[config.mk]
export PLATFORM = sky130hd
export DESIGN_NAME = cam_lookup_ctrl
export DESIGN_NICKNAME = d
export VERILOG_FILES = /design/src/rtl/cam_pkg.sv /design/src/rtl/cam_alloc_ptr.sv /design/src/rtl/cam_lookup_ctrl.sv
export SDC_FILE = /design/constraint.sdc
export NUM_CORES = 1
export LEC_CHECK = 0
export ABC_CLOCK_PERIOD_IN_PS = 2070
export CAP_MARGIN = 40
export CORE_ASPECT_RATIO = 1.4
export CORE_MARGIN = 2
export CORE_UTILIZATION = 48
export DETAILED_ROUTE_END_ITERATION = 12
export MAX_ROUTING_LAYER = met4
export PLACE_DENSITY = 0.8
export SETUP_SLACK_MARGIN = 0.2
export SYNTH_ARGS = -nofsm -noshare
export SYNTH_HDL_FRONTEND = slang
export SYNTH_SLANG_ARGS = --single-unit
[constraint.sdc]
create_clock -name clk_i -period 2.07 [get_ports clk_i]
set_clock_uncertainty 0.05 [all_clocks]
set_input_delay 0.414 -clock clk_i [delete_from_list [all_inputs] [get_ports clk_i]]
set_output_delay 0.414 -clock clk_i [all_outputs]
set_load 0.01 [all_outputs]
[src/rtl/cam_pkg.sv]
// cam_pkg: shared types and default sizing for the CAM lookup controller.
//   cam_ctrl_state_t : controller FSM states
//   CAM_WIDTH        : default key / CAM data width
//   CAM_ADDR_WIDTH   : default CAM index width
//   CAM_HEIGHT       : default number of CAM entries (<= 2**CAM_ADDR_WIDTH)
package cam_pkg;

    localparam int CAM_WIDTH      = 32;
    localparam int CAM_ADDR_WIDTH = 5;
    localparam int CAM_HEIGHT     = 32;

    typedef enum logic [2:0] {
        IDLE,
        SEARCH,
        WAIT,
        WRITE,
        RESP
    } cam_ctrl_state_t;

endpackage

[src/rtl/cam_alloc_ptr.sv]
// cam_alloc_ptr: round-robin victim pointer plus saturating occupancy count.
//   clk_i        in   clock, rising edge
//   rst_i        in   asynchronous active-low reset
//   advance_i    in   one allocation happened this cycle
//   ptr_o        out  index the next allocation writes to
//   occupancy_o  out  entries allocated since reset, saturating at HEIGHT
module cam_alloc_ptr
    import cam_pkg::*;
#(
    parameter int ADDR_WIDTH = CAM_ADDR_WIDTH,
    parameter int HEIGHT     = CAM_HEIGHT
) (
    input  logic                  clk_i,
    input  logic                  rst_i,
    input  logic                  advance_i,
    output logic [ADDR_WIDTH-1:0] ptr_o,
    output logic [ADDR_WIDTH:0]   occupancy_o
);

    localparam logic [ADDR_WIDTH-1:0] PTR_LAST = ADDR_WIDTH'(HEIGHT - 1);
    localparam logic [ADDR_WIDTH:0]   OCC_MAX  = (ADDR_WIDTH + 1)'(HEIGHT);

    logic [ADDR_WIDTH-1:0] ptr_q, ptr_d;
    logic [ADDR_WIDTH:0]   occ_q, occ_d;

    always_comb begin
        ptr_d = ptr_q;
        occ_d = occ_q;
        if (advance_i) begin
            ptr_d = (ptr_q == PTR_LAST) ? '0 : ptr_q + ADDR_WIDTH'(1);
            // once full, allocations overwrite the oldest entry; count holds
            if (occ_q != OCC_MAX) occ_d = occ_q + (ADDR_WIDTH + 1)'(1);
        end
    end

    always_ff @(posedge clk_i or negedge rst_i) begin
        if (!rst_i) begin
            ptr_q <= '0;
            occ_q <= '0;
        end else begin
            ptr_q <= ptr_d;
            occ_q <= occ_d;
        end
    end

    assign ptr_o       = ptr_q;
    assign occupancy_o = occ_q;

endmodule

[src/rtl/cam_lookup_ctrl.sv]
// cam_lookup_ctrl: initiator-side controller for one cam instance.
//   Takes a key lookup on req_*, searches the CAM, optionally allocates the
//   key at a round-robin victim on a miss, and returns hit/alloc/index on rsp_*.
//   req_valid_i/req_ready_o/req_key_i/req_alloc_i : lookup request
//   rsp_valid_o/rsp_ready_i/rsp_hit_o/rsp_alloc_o/rsp_index_o : response
//   occupancy_o          : entries allocated since reset, saturating at HEIGHT
//   cam_write_*_o        : CAM write port (one-cycle pulse per allocation)
//   cam_search_*_o       : CAM search port (one-cycle pulse per lookup)
//   cam_search_valid_i/index_i : CAM search result, one cycle after the search
// All cam_* and rsp_* outputs, and req_ready_o, come straight from flops.
module cam_lookup_ctrl
    import cam_pkg::*;
#(
    parameter int WIDTH      = CAM_WIDTH,
    parameter int ADDR_WIDTH = CAM_ADDR_WIDTH,
    parameter int HEIGHT     = CAM_HEIGHT
) (
    input  logic                  clk_i,
    input  logic                  rst_i,
    input  logic                  req_valid_i,
    output logic                  req_ready_o,
    input  logic [WIDTH-1:0]      req_key_i,
    input  logic                  req_alloc_i,
    output logic                  rsp_valid_o,
    input  logic                  rsp_ready_i,
    output logic                  rsp_hit_o,
    output logic                  rsp_alloc_o,
    output logic [ADDR_WIDTH-1:0] rsp_index_o,
    output logic [ADDR_WIDTH:0]   occupancy_o,
    output logic                  cam_write_enable_o,
    output logic [ADDR_WIDTH-1:0] cam_write_index_o,
    output logic [WIDTH-1:0]      cam_write_data_o,
    output logic                  cam_search_enable_o,
    output logic [WIDTH-1:0]      cam_search_data_o,
    input  logic                  cam_search_valid_i,
    input  logic [ADDR_WIDTH-1:0] cam_search_index_i
);

    cam_ctrl_state_t state_q, state_d;

    logic [WIDTH-1:0]      key_q, key_d;
    logic                  alloc_q, alloc_d;
    logic                  req_ready_q, req_ready_d;
    logic                  rsp_valid_q, rsp_valid_d;
    logic                  rsp_hit_q, rsp_hit_d;
    logic                  rsp_alloc_q, rsp_alloc_d;
    logic [ADDR_WIDTH-1:0] rsp_index_q, rsp_index_d;
    logic                  cam_we_q, cam_we_d;
    logic [ADDR_WIDTH-1:0] cam_wi_q, cam_wi_d;
    logic [WIDTH-1:0]      cam_wd_q, cam_wd_d;
    logic                  cam_se_q, cam_se_d;
    logic [WIDTH-1:0]      cam_sd_q, cam_sd_d;

    logic [ADDR_WIDTH-1:0] victim;

    cam_alloc_ptr #(
        .ADDR_WIDTH (ADDR_WIDTH),
        .HEIGHT     (HEIGHT)
    ) u_alloc_ptr (
        .clk_i       (clk_i),
        .rst_i       (rst_i),
        .advance_i   (state_q == WRITE),
        .ptr_o       (victim),
        .occupancy_o (occupancy_o)
    );

    always_ff @(posedge clk_i or negedge rst_i) begin
        if (!rst_i) state_q <= IDLE;
        else        state_q <= state_d;
    end

    always_comb begin
        state_d = state_q;
        case (state_q)
            IDLE:    if (req_valid_i) state_d = SEARCH;
            SEARCH:  state_d = WAIT;
            WAIT:    state_d = (!cam_search_valid_i && alloc_q) ? WRITE : RESP;
            WRITE:   state_d = RESP;
            RESP:    if (rsp_ready_i) state_d = IDLE;
            default: state_d = IDLE;
        endcase
    end

    // Outputs are registered, so they are computed from the state being
    // entered (state_d) and land in the same cycle as that state.
    always_comb begin
        key_d       = key_q;
        alloc_d     = alloc_q;
        req_ready_d = (state_d == IDLE);
        cam_se_d    = (state_d == SEARCH);
        cam_sd_d    = '0;
        cam_we_d    = (state_d == WRITE);
        cam_wi_d    = '0;
        cam_wd_d    = '0;
        rsp_valid_d = rsp_valid_q;
        rsp_hit_d   = rsp_hit_q;
        rsp_alloc_d = rsp_alloc_q;
        rsp_index_d = rsp_index_q;

        if (state_q == IDLE && req_valid_i) begin
            key_d   = req_key_i;
            alloc_d = req_alloc_i;
        end
        // SEARCH is only entered on the accept edge, before key_q is loaded
        if (state_d == SEARCH) cam_sd_d = req_key_i;
        if (state_d == WRITE) begin
            cam_wi_d = victim;
            cam_wd_d = key_q;
        end

        case (state_q)
            WAIT: if (state_d == RESP) begin
                rsp_valid_d = 1'b1;
                rsp_hit_d   = cam_search_valid_i;
                rsp_alloc_d = 1'b0;
                rsp_index_d = cam_search_valid_i ? cam_search_index_i : '0;
            end
            WRITE: begin
                rsp_valid_d = 1'b1;
                rsp_hit_d   = 1'b0;
                rsp_alloc_d = 1'b1;
                rsp_index_d = victim;  // pointer advances on this same edge
            end
            RESP: if (rsp_ready_i) begin
                rsp_valid_d = 1'b0;
                rsp_hit_d   = 1'b0;
                rsp_alloc_d = 1'b0;
                rsp_index_d = '0;
            end
            default: ;
        endcase
    end

    always_ff @(posedge clk_i or negedge rst_i) begin
        if (!rst_i) begin
            key_q       <= '0;
            alloc_q     <= 1'b0;
            req_ready_q <= 1'b0;
            rsp_valid_q <= 1'b0;
            rsp_hit_q   <= 1'b0;
            rsp_alloc_q <= 1'b0;
            rsp_index_q <= '0;
            cam_we_q    <= 1'b0;
            cam_wi_q    <= '0;
            cam_wd_q    <= '0;
            cam_se_q    <= 1'b0;
            cam_sd_q    <= '0;
        end else begin
            key_q       <= key_d;
            alloc_q     <= alloc_d;
            req_ready_q <= req_ready_d;
            rsp_valid_q <= rsp_valid_d;
            rsp_hit_q   <= rsp_hit_d;
            rsp_alloc_q <= rsp_alloc_d;
            rsp_index_q <= rsp_index_d;
            cam_we_q    <= cam_we_d;
            cam_wi_q    <= cam_wi_d;
            cam_wd_q    <= cam_wd_d;
            cam_se_q    <= cam_se_d;
            cam_sd_q    <= cam_sd_d;
        end
    end

    assign req_ready_o         = req_ready_q;
    assign rsp_valid_o         = rsp_valid_q;
    assign rsp_hit_o           = rsp_hit_q;
    assign rsp_alloc_o         = rsp_alloc_q;
    assign rsp_index_o         = rsp_index_q;
    assign cam_write_enable_o  = cam_we_q;
    assign cam_write_index_o   = cam_wi_q;
    assign cam_write_data_o    = cam_wd_q;
    assign cam_search_enable_o = cam_se_q;
    assign cam_search_data_o   = cam_sd_q;

endmodule

==> metrics.yaml, run 1 <==
critical_path:
  crit_slowest_cell: "clkdlybuf4s50_1"
  required_ns: 1.61
  crit_fanout: 4
  cp_slowest_stage_delay_ns: 0.55
  crit_path_cell_trace: "clkdlybuf4s50_1"
  critPathBufInv: 1
  arrival_ns: 1.34
  criticalPathCategory: "reg -> out"
  crit_family: "buffers and inverters"
  crit_path_end_kind: "output pin"
  crit_path_start_kind: "register"
detailed_routing:
  dr_total_vias: 2989
  viasPerCell: 4.81
  dr.pass1.iters: 4
  drt-total-wl_um: 9480
  route.detailed.drc: 0
  ant_nets: 0
  drt-initial-drc-count: 131
  avgRoutedWirePerCell_um: 15.3
cts:
  clk-insertion-delay-late_ns: 0.40
  cts_buffer_depth: 2
  cts_made_buffers: 17
  clock-root-buffer: "clkbuf_16"
  clk_pin_slew_worst_paths_ns: 0.05
  cts_tree: "done"
  numClockSinks: 127
  htree_levels: 4
die:
  std_cell_rows: 42
  start_util_pct: 49.5
  die_h_um: 121
  core-area_um2: 9510
  die_w_um: 87.7
  io_pins: 129
  design.die.area_um2: 10600
pwr:
  power_density_nw_per_um2: 1310
  combPwrFrac_pct: 26.8
  netSwitchingFraction_pct: 27.4
  internal_power_w: 0.00653
  leakagePower_nw: 3.15
  seqPwrFrac_pct: 39.9
  p_switching_w: 0.00246
  ir_drop_uv: 765
  pwr-share-clk_pct: 33.3
  fin_total_pwr_w: 0.00900
synthesis:
  synthCells: 332
  synth_flop_cell: "dfrtp_1"
  synthArstFlopShare_pct: 100
  ys_ff_latch: 127
  synth_area_um2: 4710
  syn_avg_cell_area_um2: 14.2
  seq_area_frac_synth_pct: 67.5
  synth_edf_count: 0
  synth.net_count: 379
  yosysWarningCount: 0
  synth.distinct_cells: 38
place:
  hpwlAfterDp_um: 6620
  port_buffers: 128
  finalWeightedCongestion: 0.792
  detailedPlace.worstSlack_ns: 0.0379
global_route:
  grt_usage_pct: 19.8
  antenna_found_initial: 0
  grt_pass1_wl_um: 15100
  met1_usage_pct: 22.0
  use_met2_pct: 32.0
  grtUsageMet3_pct: 7.21
  grt.busiest_layer: "met2"
  grt_overflow: 0
  grt_max_degree: 48
  grt_pass1_vias: 3010
job:
  drv_cap: 0
timing:
  setup_tns_ns: 0
  report.final.slew_viol_count: 0
  tightestPinTransition_ns: 0.423
  slew_headroom_pct: 71.4
  finalCritPeriodShare_pct: 87.1
  setup-violations-final: 0
  grt_setup_unrepaired: "false"
  finalHoldViolCount: 0
  min_period_ns: 1.80
  final.setup.worst_slack_ns: 0.266
  fmax_mhz: 554
layout:
  n_antenna_cell: 0
  drive_gt1_share_pct: 18.2
  nFillCells: 647
  syn2layout_area_growth_pct: 45.5
  final_cell_mix: "dfrtp_1, clkdlybuf4s50_1, and2_1"
  layout_commonest_cell: "dfrtp_1"
  final_nets: 523
min_path:
  worstHoldPathType: "in -> async"
run_status:
  status: "completed"
==> repair_timing <==
action / CTS / global route
gates cloned: 0 / 0
resized for setup: 3 / 4
hold endpoints to repair: 23 / 0
setup endpoints to repair: 4 / 9
hold buffers: 1 / 0
buffers inserted: 2 / 0
==> state kept, by name, indices dropped and copies added, names as in the netlist, 3 cells and up <==
signal / count
cam_search_data_o: 32
cam_write_data_o: 32
cam_write_index_o: 5
key_q: 32
rsp_index_o: 5
state_q: 3
u_alloc_ptr.occupancy_o: 6
u_alloc_ptr.ptr_o: 5
==> area by class of cell <==
class,instances,area (um2),area share (%)
sequential,127,3180,46.4
clock buffer,19,443,6.46
inverter,11,41.3,0.603
multi-input combinational,176,1410,20.6
timing repair buffer,143,1450,21.2
tap,132,165,2.41
clock inverter,13,163,2.37
==> power groups by stage <==
| stage | sequential, W | combinational (W) | clock (W) |
|---|---|---|---|
| 2_1_floorplan | 0.00363 | 0.00130 | 0 |
| 3_3_place_gp | 0.00359 | 0.00231 | 0 |
| 3_5_place_dp | 0.00364 | 0.00240 | 0 |
| 4_1_cts | 0.00360 | 0.00246 | 0.00305 |
| 5_1_grt | 0.00368 | 0.00263 | 0.00316 |
| 6_report | 0.00359 | 0.00241 | 0.00299 |
==> cells by family (layout without fill, tap and decap cells) <==
family                     after synthesis  after routing  synth area share, %
DFF                                    127            127                 67.5
and+or+nand+nor                        108            108                 15.2
muxes                                   41             41                 9.72
buffers and inverters                   29            186                 2.76
AOI/OAI and AO/OA                       18             18                 2.90
xor gates and xnor gates                 5              5                0.930
adders and majority gates                4              4                 1.06
==> per-layer routing <==
| layer | share of wire [%] | wire length [um] | vias up |
|---|---|---|---|
| li1 | - | - | 1397 |
| met1 | 38 | 3590 | 1480 |
| met2 | 54 | 5140 | 94 |
| met3 | 5.7 | 537 | 18 |
| met4 | 2.3 | 216 | 0 |
| met5 | 0 | 0 | - |
==> cell usage after synthesis (all sizes together), types with 5 or more instances <==
cell type  count  area [um2]
dfrtp        127        3180
and2          69         432
mux2          35         398
inv           11        41.3
buf           10        56.3
clkbuf         8        32.5
nand2          7        26.3
mux2i          6        60.1
a41oi          5        43.8
and4b          5        50.1
xnor2          5        43.8
==> worst paths after layout <==
path | startpoint | to | slack (ns) | depth (start not counted)
min in group clk_i | key_q[4]$_DFFE_PN0P_ | cam_write_data_o[4]$_DFF_PN0_ | 0.43 | 1
max in group asynchronous | rst_i | cam_write_data_o[17]$_DFF_PN0_ | 0.97 | 3
worst min-delay path | rst_i | cam_search_data_o[30]$_DFF_PN0_ | 0.41 | 2
worst min register to register | key_q[4]$_DFFE_PN0P_ | cam_write_data_o[4]$_DFF_PN0_ | 0.43 | 1
worst max register to register | u_alloc_ptr.occupancy_o[0]$_DFFE_PN0P_ | u_alloc_ptr.occupancy_o[1]$_DFFE_PN0P_ | 0.29 | 5
worst max-delay path | u_alloc_ptr.occupancy_o[4]$_DFFE_PN0P_ | occupancy_o[4] | 0.27 | 1
==> per-stage QoR <==
step,instances,area (um2),utilization (%),hold slack [ns]
6_report,621,6850,72.0,0.414
5_1_grt,621,6850,72.0,0.433
4_1_cts,621,6840,72.0,0.414
3_5_place_dp,586,6210,65.3,0.292
3_3_place_gp,586,6210,65.3,0.291
2_1_floorplan,332,4710,-,0.0684
Power figures use the tool's default switching activity.
==> run 2, diff against run 1 <==
--- a/config.mk
+++ b/config.mk
@@ -6,7 +6,7 @@
 export NUM_CORES = 1
 export LEC_CHECK = 0
 export ABC_CLOCK_PERIOD_IN_PS = 2070
-export CAP_MARGIN = 40
+export CAP_MARGIN = 20
 export CORE_ASPECT_RATIO = 1.4
 export CORE_MARGIN = 2
 export CORE_UTILIZATION = 48
==> results of run 2 <==
The final DEF is identical to that of run 1; final timing and power are the same.
==> run 3, diff against run 2 <==
--- a/config.mk
+++ b/config.mk
@@ -14,6 +14,7 @@
 export MAX_ROUTING_LAYER = met4
 export PLACE_DENSITY = 0.8
 export SETUP_SLACK_MARGIN = 0.2
+export SLEW_MARGIN = 20
 export SYNTH_ARGS = -nofsm -noshare
 export SYNTH_HDL_FRONTEND = slang
 export SYNTH_SLANG_ARGS = --single-unit
==> results of run 3 <==
The final DEF is identical to that of run 1; final timing and power are the same.
==> RTL change 1 (settings of run 1) <==
Add an input register stage for `req_key_i`, cleared by the reset; this delays it by one clock. The other inputs are not delayed to match.
--- a/src/rtl/cam_lookup_ctrl.sv
+++ b/src/rtl/cam_lookup_ctrl.sv
@@ -35,6 +35,16 @@
     input  logic                  cam_search_valid_i,
     input  logic [ADDR_WIDTH-1:0] cam_search_index_i
 );
+
+    logic [WIDTH-1:0] req_key_q;
+
+    always_ff @(posedge clk_i or negedge rst_i) begin
+        if (!rst_i) begin
+            req_key_q <= '0;
+        end else begin
+            req_key_q <= req_key_i;
+        end
+    end
 
     cam_ctrl_state_t state_q, state_d;
 
@@ -98,11 +108,11 @@
         rsp_index_d = rsp_index_q;
 
         if (state_q == IDLE && req_valid_i) begin
-            key_d   = req_key_i;
+            key_d   = req_key_q;
             alloc_d = req_alloc_i;
         end
         // SEARCH is only entered on the accept edge, before key_q is loaded
-        if (state_d == SEARCH) cam_sd_d = req_key_i;
+        if (state_d == SEARCH) cam_sd_d = req_key_q;
         if (state_d == WRITE) begin
             cam_wi_d = victim;
             cam_wd_d = key_q;
Behaviour: not the same (Yosys sat finds a counterexample within 4 cycles, from zero or initial values and one cycle with rst_i low).
==> RTL change 1 against run 1 <==
Final area grew 12%. Worst setup slack gained 0.017 ns. Sequential share of layout area grew 5.4 points. Sequential cell count grew 32. Routed wire length grew 11%. Total power grew 7.4%. Combinational power grew 2%. Area after synthesis grew 17%.
==> RTL change 1: results (changes against run 1) <==
The number of buffers added by the clock tree synthesis step is 17 (unchanged). The maximum fanout count along the critical path came out at 3 (-1). The unique cell type count in the Yosys netlist is 42 (+11%). The run finished with clean final reports. The standard cell with the maximum stage delay on the critical path is clkdlybuf4s50_1. The number of inserted diodes came out at 0 (unchanged).

The proportion of layout cells with a drive suffix above 1 is 17.5% (-0.71 points). The tree is rooted in a clkbuf_16. The number of vias per cell after detailed routing is 4.88 (+1.4%). The number of DRC violations after detailed-routing iteration 0 was 102 (-22%).

The worst reg2reg path depth came out at 3 (-2). The number of nets in the layout came out at 560 (+7.1%). The combined global-route utilization of all metal layers came out at 18.4% (-1.4 points). The uppermost layer routed is met4. The data arrival time of the worst path came to 1.32 ns (-0.02 ns). The routed length on met3 was 507 um (-5.6%).

The global routing usage on met2 came to 29.7% (-2.3 points). The global placement routability congestion came out at 0.793 (+0.10%). The worst supply voltage drop on vdd came out at 0.700 mV (-8.4%).

The number of search-and-repair iterations in the first detailed-routing pass came out at 4 (unchanged). The commonest cells after synthesis are dfrtp_1 (159), and2_1 (69), mux2_2 (34). The largest net degree at the start of global routing came to 52 (+8.3%). The HPWL after detailed placement was 6940 um (+4.8%).

The static leakage came out at 3.56 nW (+13%). The class of the most critical hold timing path is in2reg. The post-place instance area came out at 7050 um^2 (+14%).

The global routing usage on met3 came out at 5.33% (-1.9 points). The largest single stage delay on the critical path is 0.54 ns. The sequential share of power was 44.1% (+4.2 points). The number of nets in the synthesized netlist is 414 (+9.2%).

The met1 track demand over resource in global routing was 20.6% (-1.4 points). The combinational share of power is 25.4% (-1.4 points). The met1 layer wirelength in the final routing is 4050 um (+13%). The clock reaches the later pin of the worst-skew pair after 0.41 ns. The average wire per cell in the routed design is 15.7 um (+3.1%). The routed wire length on met2 came out at 5650 um (+9.9%). The number of warning messages in the yosys log came out at 0 (unchanged).

The switching share of power was 27.7% (+0.32 points). The number of global-route vias before repair came out at 3,326 (+10%). The sequential area share after synthesis came out at 72.0% (+4.5 points).

The total number of H-tree levels came out at 4 (unchanged). In the post-synthesis netlist, the biggest area contributors are dfrtp_1 (72%), and2_1 (7.8%), mux2_2 (6.9%). The async set-or-reset flop fraction in the synthesized netlist is 100% (unchanged). Along the worst hold path, the cell count comes to 1. The actual slew at the worst max-slew pin came out at 0.467 ns (+0.0444 ns). The dominant register cell in the synthesized netlist is dfrtp_1.

The number of buffers inserted by port buffering is 128 (unchanged). The number of buffers between clock root and the deepest sink was 2 (unchanged). The wire length of the first global-routing pass is 16,400 um (+8.7%).
## RTL change 1: metrics by stage
stage,setup WS [ns],hold WS (ns),instances,total power [mW],util [%]
floorplan,0.420,0.0684,367,5.62,-
global placement,0.0385,0.317,634,6.61,62.5
detailed placement,0.0210,0.320,634,6.76,62.5
CTS,0.205,0.368,669,9.75,67.8
global route,0.195,0.365,670,10.2,68.1
finish,0.283,0.384,670,9.66,68.1
## RTL change 1: path summary, 6_finish.rpt
check | from | end | slack [ns]
setup / recovery | rsp_valid_o | rsp_valid_o | 0.28
hold / removal | req_key_i[16] | req_key_q[16] | 0.38
setup reg to reg | state_q[1] | key_q[19] | 0.30
hold reg to reg | req_key_q[18] | cam_search_data_o[18] | 0.42
max in group asynchronous | rst_i | key_q[9] | 0.86
min in group asynchronous | rst_i | key_q[28] | 0.45
## RTL change 1: kinds of logic after synthesis
kind of cell | count (synthesis) | synth area share [%]
AO/OA/AOI/OAI | 20 | 2.90
XOR/XNOR | 4 | 0.634
adder cells (fa/ha/maj) | 4 | 0.905
buffers and inverters | 28 | 2.31
flip-flops | 159 | 72.0
multiplexers | 41 | 8.28
AND/OR/NAND/NOR | 111 | 13.0
## RTL change 1: cell type report
type                            instances  area, um^2
Sequential cell                       159        3980
Fill cell                             780        3600
Timing Repair Buffer                  145        1480
Multi-Input combinational cell        180        1440
Clock buffer                           21         460
Tap cell                              144         180
Clock inverter                         11         108
Inverter                               10        37.5
## RTL change 1: timing repair
item                                    4_1_cts  5_1_grt
endpoints found under the setup margin        4       15
buffers inserted                              2        1
gates resized for setup                       2        7
hold buffers                                  1        0
pin swaps                                     0        0
hold endpoints to repair                     43        0
==> RTL change 2 (config.mk and constraints of run 1) <==
Without the edit above. `CAM_ADDR_WIDTH`: 5 -> 7.
--- a/src/rtl/cam_pkg.sv
+++ b/src/rtl/cam_pkg.sv
@@ -6,7 +6,7 @@
 package cam_pkg;
 
     localparam int CAM_WIDTH      = 32;
-    localparam int CAM_ADDR_WIDTH = 5;
+    localparam int CAM_ADDR_WIDTH = 7;
     localparam int CAM_HEIGHT     = 32;
 
     typedef enum logic [2:0] {
Interface: changed (resized cam_search_index_i, cam_write_index_o, occupancy_o and rsp_index_o); port bits go from 129 to 137. No check against the original RTL was run, so the function may have changed too.
==> RTL change 2 against run 1 <==
Sequential power up 5%. Total power up 1.1%. Area after synthesis increased by 4.7%. Highest routed layer unchanged. Sequential cell count is 8 higher. Global-route usage grew 0.48 points. Routed wire length is 6.9% higher. Worst setup slack worse by 0.0097 ns. Final area grew 3.9%.
==> RTL change 2: results (changes against run 1) <==
The number of DRC violations after detailed-routing iteration 0 came to 183 (+40%). The standard cell with the maximum stage delay on the critical path is clkdlybuf4s50_1. The biggest cell delay along the critical path came out at 0.55 ns (about the same). The combined global-route utilization of all metal layers came to 20.3% (+0.48 points). The commonest cells after synthesis are dfrtp_1 (135), and2_1 (71), mux2_2 (33). The number of nets in the layout was 551 (+5.4%). The largest net degree at the start of global routing came out at 48 (unchanged).

The number of search-and-repair iterations in the first detailed-routing pass was 6 (+2). The actual slew at the worst max-slew pin came out at 0.470 ns (+0.0480 ns). The total placed cells including tap cells came out at 617 (+5.3%). The number of warning messages in the yosys log came out at 0 (unchanged). The proportion of layout cells with a drive suffix above 1 is 17.8% (-0.37 points). The worst supply voltage drop on vdd came to 0.749 mV (-2.0%). The global placement routability congestion came out at 0.829 (+4.7%). The number of global-route vias before repair came out at 3,220 (+7.0%).

The cell sitting at the root of the clock tree is a clkbuf_16. The static leakage was 3.32 nW (+5.4%). In the synthesized netlist the dominant register cell turns out to be dfrtp_1. The minimum setup slack after placement was 0.0249 ns (-0.0130 ns). Counting instances, the worst hold path has a depth of 1. The flow ran to the end, and the final reports show no timing, DRC or antenna violations. The maximum fanout count along the critical path was 3 (-1). The total number of H-tree levels came out at 4 (unchanged).

After synthesis, the cell types taking the most area are dfrtp_1 (68%), and2_1 (9.0%), mux2_2 (7.5%). The number of nets in the synthesized netlist came to 397 (+4.7%). The unique cell type count in the Yosys netlist came out at 31 (-18%). The worst reg2reg path depth came out at 4 (-1). The layout filler cell count is 682 (+5.4%). The HPWL after detailed placement is 7100 um (+7.2%).

The async set-or-reset flop fraction in the synthesized netlist is 100% (unchanged). The vias after detailed routing is 3,138 (+5.0%). The kind of cell with the highest combined delay along the critical path is buffers and inverters. The number of buffers added by the clock tree synthesis step came to 17 (unchanged).

The number of buffers inserted by port buffering came out at 136 (+6.3%). The number of inserted diodes is 0 (unchanged). The wire length of the first global-routing pass was 15,900 um (+5.3%). The number of vias per cell after detailed routing came out at 4.82 (+0.15%). The number of buffers between clock root and the deepest sink came out at 2 (unchanged).

The total wire length after detailed routing came to 10,100 um (+6.9%). In this run the worst hold path is classified as reg2reg. The count of mapped cells out of synthesis is 349 (+5.1%). At the later pin of the worst-skew pair, clock insertion delay measures 0.41 ns.

The number of antenna violations at the first check in global routing came out at 0 (unchanged). The sequential area share after synthesis is 68.5% (+1.0 points). The clock transition time at the flip-flop clock pins of the worst setup and hold paths came out at 0.05 ns (about the same).
RTL change 2: layout make-up:
type,instances,share of cell area (%)
timing repair buffer,150,21.4
tap,135,2.37
multi-input combinational,196,20.6
clock inverter,12,1.69
clock buffer,20,6.28
sequential,135,47.5
inverter,3,0.158
RTL change 2: repair_timing:
item / 4_1_cts / 5_1_grt
hold buffers: 1 / 0
cloned: 0 / 0
endpoints found under the setup margin: 3 / 8
hold endpoints to repair: 45 / 0
buffers inserted: 1 / 0
gates resized for setup: 2 / 7
RTL change 2: cells by family after synthesis:
family | count (synthesis) | share of synthesized area [%]
flops | 135 | 68.5
simple gates | 131 | 15.3
mux | 33 | 7.53
compound gates | 19 | 4.13
buf+inv | 18 | 2.00
xor+xnor | 10 | 1.78
fa+ha+maj | 3 | 0.761
RTL change 2: final timing paths:
path | from | end | slack, ns
min reg2reg | key_q[8] | cam_write_data_o[8] | 0.42
max reg2reg | state_q[1] | rsp_index_o[3] | 0.27
min | key_q[8] | cam_write_data_o[8] | 0.42
max | u_alloc_ptr.occupancy_o[7] | occupancy_o[7] | 0.26
max in group asynchronous | rst_i | u_alloc_ptr.occupancy_o[2] | 0.93
min in group asynchronous | rst_i | key_q[30] | 0.44
RTL change 2: stage by stage:
stage          power [mW]  hold slack [ns]  util (%)  area, um^2
2_1_floorplan        5.14           0.0684         -        4930
3_3_place_gp         6.24            0.318      65.4        6510
3_5_place_dp         6.36            0.318      65.4        6510
4_1_cts              9.22            0.424      71.3        7100
5_1_grt              9.59            0.443      71.5        7120
6_report             9.10            0.422      71.5        7120
RTL change 2: report_power, final:
group	total (mW)	switching (mW)	leakage (nW)	internal, mW
sequential	3.76	0.390	1.76	3.37
clock	2.81	1.12	0.260	1.70
combinational	2.53	1.09	1.30	1.44
RTL change 2: layer usage:
| layer | GRT usage (%) | wire (um) | up-vias |
|---|---|---|---|
| li1 | - | - | 1470 |
| met1 | 22.6 | 3870 | 1562 |
| met2 | 33.3 | 5630 | 92 |
| met3 | 7.09 | 488 | 14 |
| met4 | 7.65 | 153 | 0 |
| met5 | - | 0 | - |
